**src/rtl/alu_mux_pipe.sv**
```systemverilog
// Two-stage ALU pipeline with a valid/ready handshake and a running accumulator.
// Stage 1 captures the operands, and stage 2 computes and registers the result and flags.
module alu_mux_pipe #(
  parameter int               WIDTH    = 8,
  parameter logic [WIDTH-1:0] ACC_INIT = '0
) (
  input  logic             clk,
  input  logic             rst_n,
  input  logic             in_valid,
  output logic             in_ready,
  input  logic [2:0]       op,
  input  logic [WIDTH-1:0] a,
  input  logic [WIDTH-1:0] b,
  input  logic             acc_clr,
  output logic             out_valid,
  input  logic             out_ready,
  output logic [WIDTH-1:0] result,
  output logic             carry,
  output logic             zero,
  output logic [WIDTH-1:0] acc
);

  typedef enum logic [2:0] {
    OP_AND    = 3'd0,
    OP_OR     = 3'd1,
    OP_XOR    = 3'd2,
    OP_ADD    = 3'd3,
    OP_SUB    = 3'd4,
    OP_PASS_A = 3'd5,
    OP_PASS_B = 3'd6,
    OP_ACC    = 3'd7
  } op_t;

  logic             s1_valid;
  op_t              s1_op;
  logic [WIDTH-1:0] s1_a;
  logic [WIDTH-1:0] s1_b;

  logic             adv2;
  logic             accept;
  logic             move;

  logic [WIDTH:0]   sum;
  logic [WIDTH-1:0] acc_base;
  logic [WIDTH-1:0] nxt_result;
  logic             nxt_carry;

  assign adv2     = !out_valid || out_ready;
  assign in_ready = !s1_valid || adv2;
  assign accept   = in_valid && in_ready;
  assign move     = s1_valid && adv2;

  // A clear in the same cycle as an ACC move takes effect before the add.
  assign acc_base = acc_clr ? ACC_INIT : acc;

  always_comb begin
    sum        = '0;
    nxt_result = '0;
    nxt_carry  = 1'b0;
    case (s1_op)
      OP_AND:    nxt_result = s1_a & s1_b;
      OP_OR:     nxt_result = s1_a | s1_b;
      OP_XOR:    nxt_result = s1_a ^ s1_b;
      OP_ADD: begin
        sum        = {1'b0, s1_a} + {1'b0, s1_b};
        nxt_result = sum[WIDTH-1:0];
        nxt_carry  = sum[WIDTH];
      end
      // The top bit of the widened difference is set exactly when a < b.
      OP_SUB: begin
        sum        = {1'b0, s1_a} - {1'b0, s1_b};
        nxt_result = sum[WIDTH-1:0];
        nxt_carry  = sum[WIDTH];
      end
      OP_PASS_A: nxt_result = s1_a;
      OP_PASS_B: nxt_result = s1_b;
      OP_ACC: begin
        sum        = {1'b0, acc_base} + {1'b0, s1_a};
        nxt_result = sum[WIDTH-1:0];
        nxt_carry  = sum[WIDTH];
      end
      default: nxt_result = '0;
    endcase
  end

  always_ff @(posedge clk) begin
    if (!rst_n) begin
      s1_valid <= 1'b0;
      s1_op    <= OP_AND;
      s1_a     <= '0;
      s1_b     <= '0;
    end else if (accept) begin
      s1_valid <= 1'b1;
      s1_op    <= op_t'(op);
      s1_a     <= a;
      s1_b     <= b;
    end else if (move) begin
      s1_valid <= 1'b0;
    end
  end

  always_ff @(posedge clk) begin
    if (!rst_n) begin
      out_valid <= 1'b0;
      result    <= '0;
      carry     <= 1'b0;
      zero      <= 1'b0;
    end else begin
      if (adv2) out_valid <= s1_valid;
      if (move) begin
        result <= nxt_result;
        carry  <= nxt_carry;
        zero   <= (nxt_result == '0);
      end
    end
  end

  always_ff @(posedge clk) begin
    if (!rst_n) begin
      acc <= ACC_INIT;
    end else if (move && s1_op == OP_ACC) begin
      acc <= sum[WIDTH-1:0];
    end else if (acc_clr) begin
      acc <= ACC_INIT;
    end
  end

endmodule

```
**config.mk**
```make
export PLATFORM = sky130hd
export DESIGN_NAME = alu_mux_pipe
export DESIGN_NICKNAME = d
export VERILOG_FILES = /design/src/rtl/alu_mux_pipe.sv
export SDC_FILE = /design/constraint.sdc
export NUM_CORES = 1
export LEC_CHECK = 0
export CELL_PAD_IN_SITES_DETAIL_PLACEMENT = 1
export CELL_PAD_IN_SITES_GLOBAL_PLACEMENT = 1
export CORE_MARGIN = 2
export CORE_UTILIZATION = 41
export DETAILED_ROUTE_END_ITERATION = 10
export PLACE_DENSITY_LB_ADDON = 0.1
export RECOVER_POWER = 50
export SLEW_MARGIN = 40
export SYNTH_ARGS = -nofsm -noshare
export SYNTH_HDL_FRONTEND = slang
export SYNTH_SLANG_ARGS = --single-unit
export TNS_END_PERCENT = 10
```
**constraint.sdc**
```tcl
create_clock -name clk -period 3.03 [get_ports clk]
set_clock_uncertainty 0.1 [all_clocks]
set_input_delay 0.303 -clock clk [delete_from_list [all_inputs] [get_ports clk]]
set_output_delay 0.303 -clock clk [all_outputs]
set_load 0.02 [all_outputs]
```
==> impl_metrics.ini <==
[run_status]
status = completed

[floorplan]
rows = 32
die_width_um = 92.0
start_util = 0.417
core-area_mm2 = 0.00761
die_area_mm2 = 0.00846
die_h_um = 92.0
ios = 44

[clocking]
hold_buffers = 0
numCtsBuffers = 5
clk_latency_ns = 0.30
cts_tree = done
clockBufferDepth = 2
h-tree-depth = 2
cts_root_buffer = clkbuf_8
cts_sinks = 39
clkTransAtPathRegs_ns = 0.08

[timing]
max_clock_freq_ghz = 0.345
period_needed_ns = 2.90
hold_viol_final = 0
whs_ns = 0.357
fin_crit_sh = 0.957
tightest_slew_ns = 0.897
drv_slew = 0
report.final.setup_viol = 0
relSlewSlack = 0.402
fin_tns_setup_ns = 0

[synthesis]
synth_flop_cell = dfxtp_1
async_reset_ff_frac = 0
yosysTopAreaCellShare = 0.246
ys_ff_latch = 39
yosysTopAreaCell = dfxtp_1
yosysSeqAreaShare = 0.246
synth_cells = 417
synth.most_common_cell = nand2_1
synth_area_leaders = dfxtp_1 (25%), ha_1 (13%), nand2_1 (7.1%)
muxShareOfSynthArea = 0.0162
synth.distinct_cells = 65
synth_top_family_by_area = compound AO/OA/AOI/OAI gates
synth_compound_area_frac = 0.262
synth_edf_count = 0
syn-num-nets = 477
synth_fa_ha_area_frac = 0.149
synthSimpleGateAreaFrac = 0.234
yosysWarnings = 0
synthTopCellsByCount = nand2_1 (60), a21oi_1 (44), dfxtp_1 (39), ha_1 (33), nor2_1 (31)
avgSynthCellArea_um2 = 7.62
synth-xor-area-share = 0.0110
synth.cell_area_mm2 = 0.00318

[power]
p_per_area_mw_per_mm2 = 365
switching_share = 0.320
power.leakage_nw = 1.67
pwr-share-clk = 0.330
p_sw_w = 0.000460
max-vdd-ir-drop_mv = 0.230
p_int_w = 0.000977
pwr-share-comb = 0.281
total_power_w = 0.00144
p_seq_frac = 0.389

[layout]
drive_above_1_share = 0.113
stdcell_area_mm2 = 0.00394
diodes = 0
multi_input_area_mm2 = 0.00218
nNetsFinal = 528
fillers = 958
synthToLayoutAreaGrowth_pct = 24.1
ff_latch_area_um2 = 782

[drt]
antenna_left = 0
wl_mm = 10.4
dr_total_vias = 3257
dr.pass1.iters = 4
post_drt_wl_per_cell_um = 18.2
via_per_inst = 5.70
route.detailed.drc = 0
drt-initial-drc-count = 119

[hold_path]
hold_path.class = register to register

[global_routing]
grt_pass1_vias = 3442
groute.usage.overall = 0.260
antenna_found_initial = 0
overflow = 0
grt_max_degree = 33
grt_pass1_wl_mm = 17.3

[setup_path]
r2r_setup_slack_ns = 0.17
crit_arrival_ns = 3.04
cp-end-kind = register
worstSetupPathType = primary input to register
start_kind = primary input
crit_path_max_fanout = 3
worstPathRequired_ns = 3.17

[flow_run]
max-cap-violations = 0

[place]
dp_hpwl_mm = 8.33
gp_congestion = 0.910
portBuffers = 43
place_area_mm2 = 0.00377
==> power by group through the flow <==
stage	registers [W]	logic, W	clock network (W)
final	0.000559	0.000404	0.000474
after detailed placement	0.000571	0.000394	0
after CTS	0.000559	0.000396	0.000482
after global routing	0.000563	0.000446	0.000510
after global placement	0.000570	0.000382	0
after floorplan	0.000575	0.000239	0
==> layout make-up <==
type                    count  share of cell area
well taps                 102              0.0324
multi-input cells         324               0.554
repair buffers             67               0.155
flip-flops and latches     39               0.198
inverters                  31              0.0295
clock inverters             2             0.00984
clock buffers               6              0.0210
==> metal layers <==
layer / part of all wire / track usage / vias to the layer above
li1: - / - / 1576
met1: 0.44 / 0.328 / 1595
met2: 0.49 / 0.449 / 64
met3: 0.049 / 0.0378 / 22
met4: 0.029 / 0.0983 / 0
met5: 0 / 0 / -
==> cells by family (layout without fill, tap and decap cells) <==
| kind of cell | count (synthesis) | count (layout) |
|---|---|---|
| simple gates | 154 | 154 |
| compound gates | 125 | 125 |
| buf+inv | 54 | 106 |
| flops | 39 | 39 |
| fa+ha+maj | 36 | 36 |
| mux | 5 | 5 |
| xor+xnor | 4 | 4 |
==> critical path: stages <==
cell and delay (ns):
clkdlybuf4s50_1 0.56, nor2b_1 0.09, ha_1 0.22, fa_1 0.47, a211oi_2 0.29, o21ai_0 0.18
and3_1 0.23, nor3_1 0.27, o32ai_2 0.15, o21a_1 0.21, nor2_1 0.07
==> cells in the final DEF (no fill, tap or decap), drive strengths merged, types with 2 or more instances in the layout <==
master,n
nand2,60
a21oi,46
dfxtp,39
ha,33
inv,32
nor2,31
buf,24
clkdlybuf4s50,22
dlygate4sd3,21
o21ai,19
nor2b,15
nor3,12
nand3,8
a211oi,7
a31oi,6
o22ai,6
clkbuf,6
nand4,5
a21o,4
and3,4
o21a,4
xnor2,4
mux2i,4
a221oi,4
o32ai,4
or3,3
a2bb2oi,3
a211o,3
fa,3
nand2b,3
o2bb2ai,2
nand3b,2
o211ai,2
o21bai,2
o2111ai,2
o221ai,2
a22oi,2
or2,2
or4,2
==> path summary, 6_finish.rpt <==
path	to	cells after the start	start
worst max-delay path	result[6]	11	acc_clr
worst min-delay path	result[7]	2	result[7]
worst max register to register	zero	10	s1_b[0]
worst min register to register	result[7]	2	result[7]
==> registers in the layout, indices dropped and copies added, names as in the netlist <==
signal / count
out_valid: 1
acc: 8
zero: 1
result: 8
carry: 1
s1_b: 8
s1_valid: 1
s1_op: 3
s1_a: 8
==> through the flow <==
stage	setup slack, ns	utilization	instances
after floorplan	0.507	-	417
after global placement	-0.00904	0.496	563
after detailed placement	-0.0901	0.496	563
after CTS	0.0113	0.512	571
after global routing	-0.0218	0.518	571
final	0.132	0.518	571
==> repair_timing <==
action,4_1_cts,5_1_grt
setup buffers,0,0
endpoints found under the setup margin,0,3
gates resized for setup,0,10
Power figures use the tool's default switching activity.
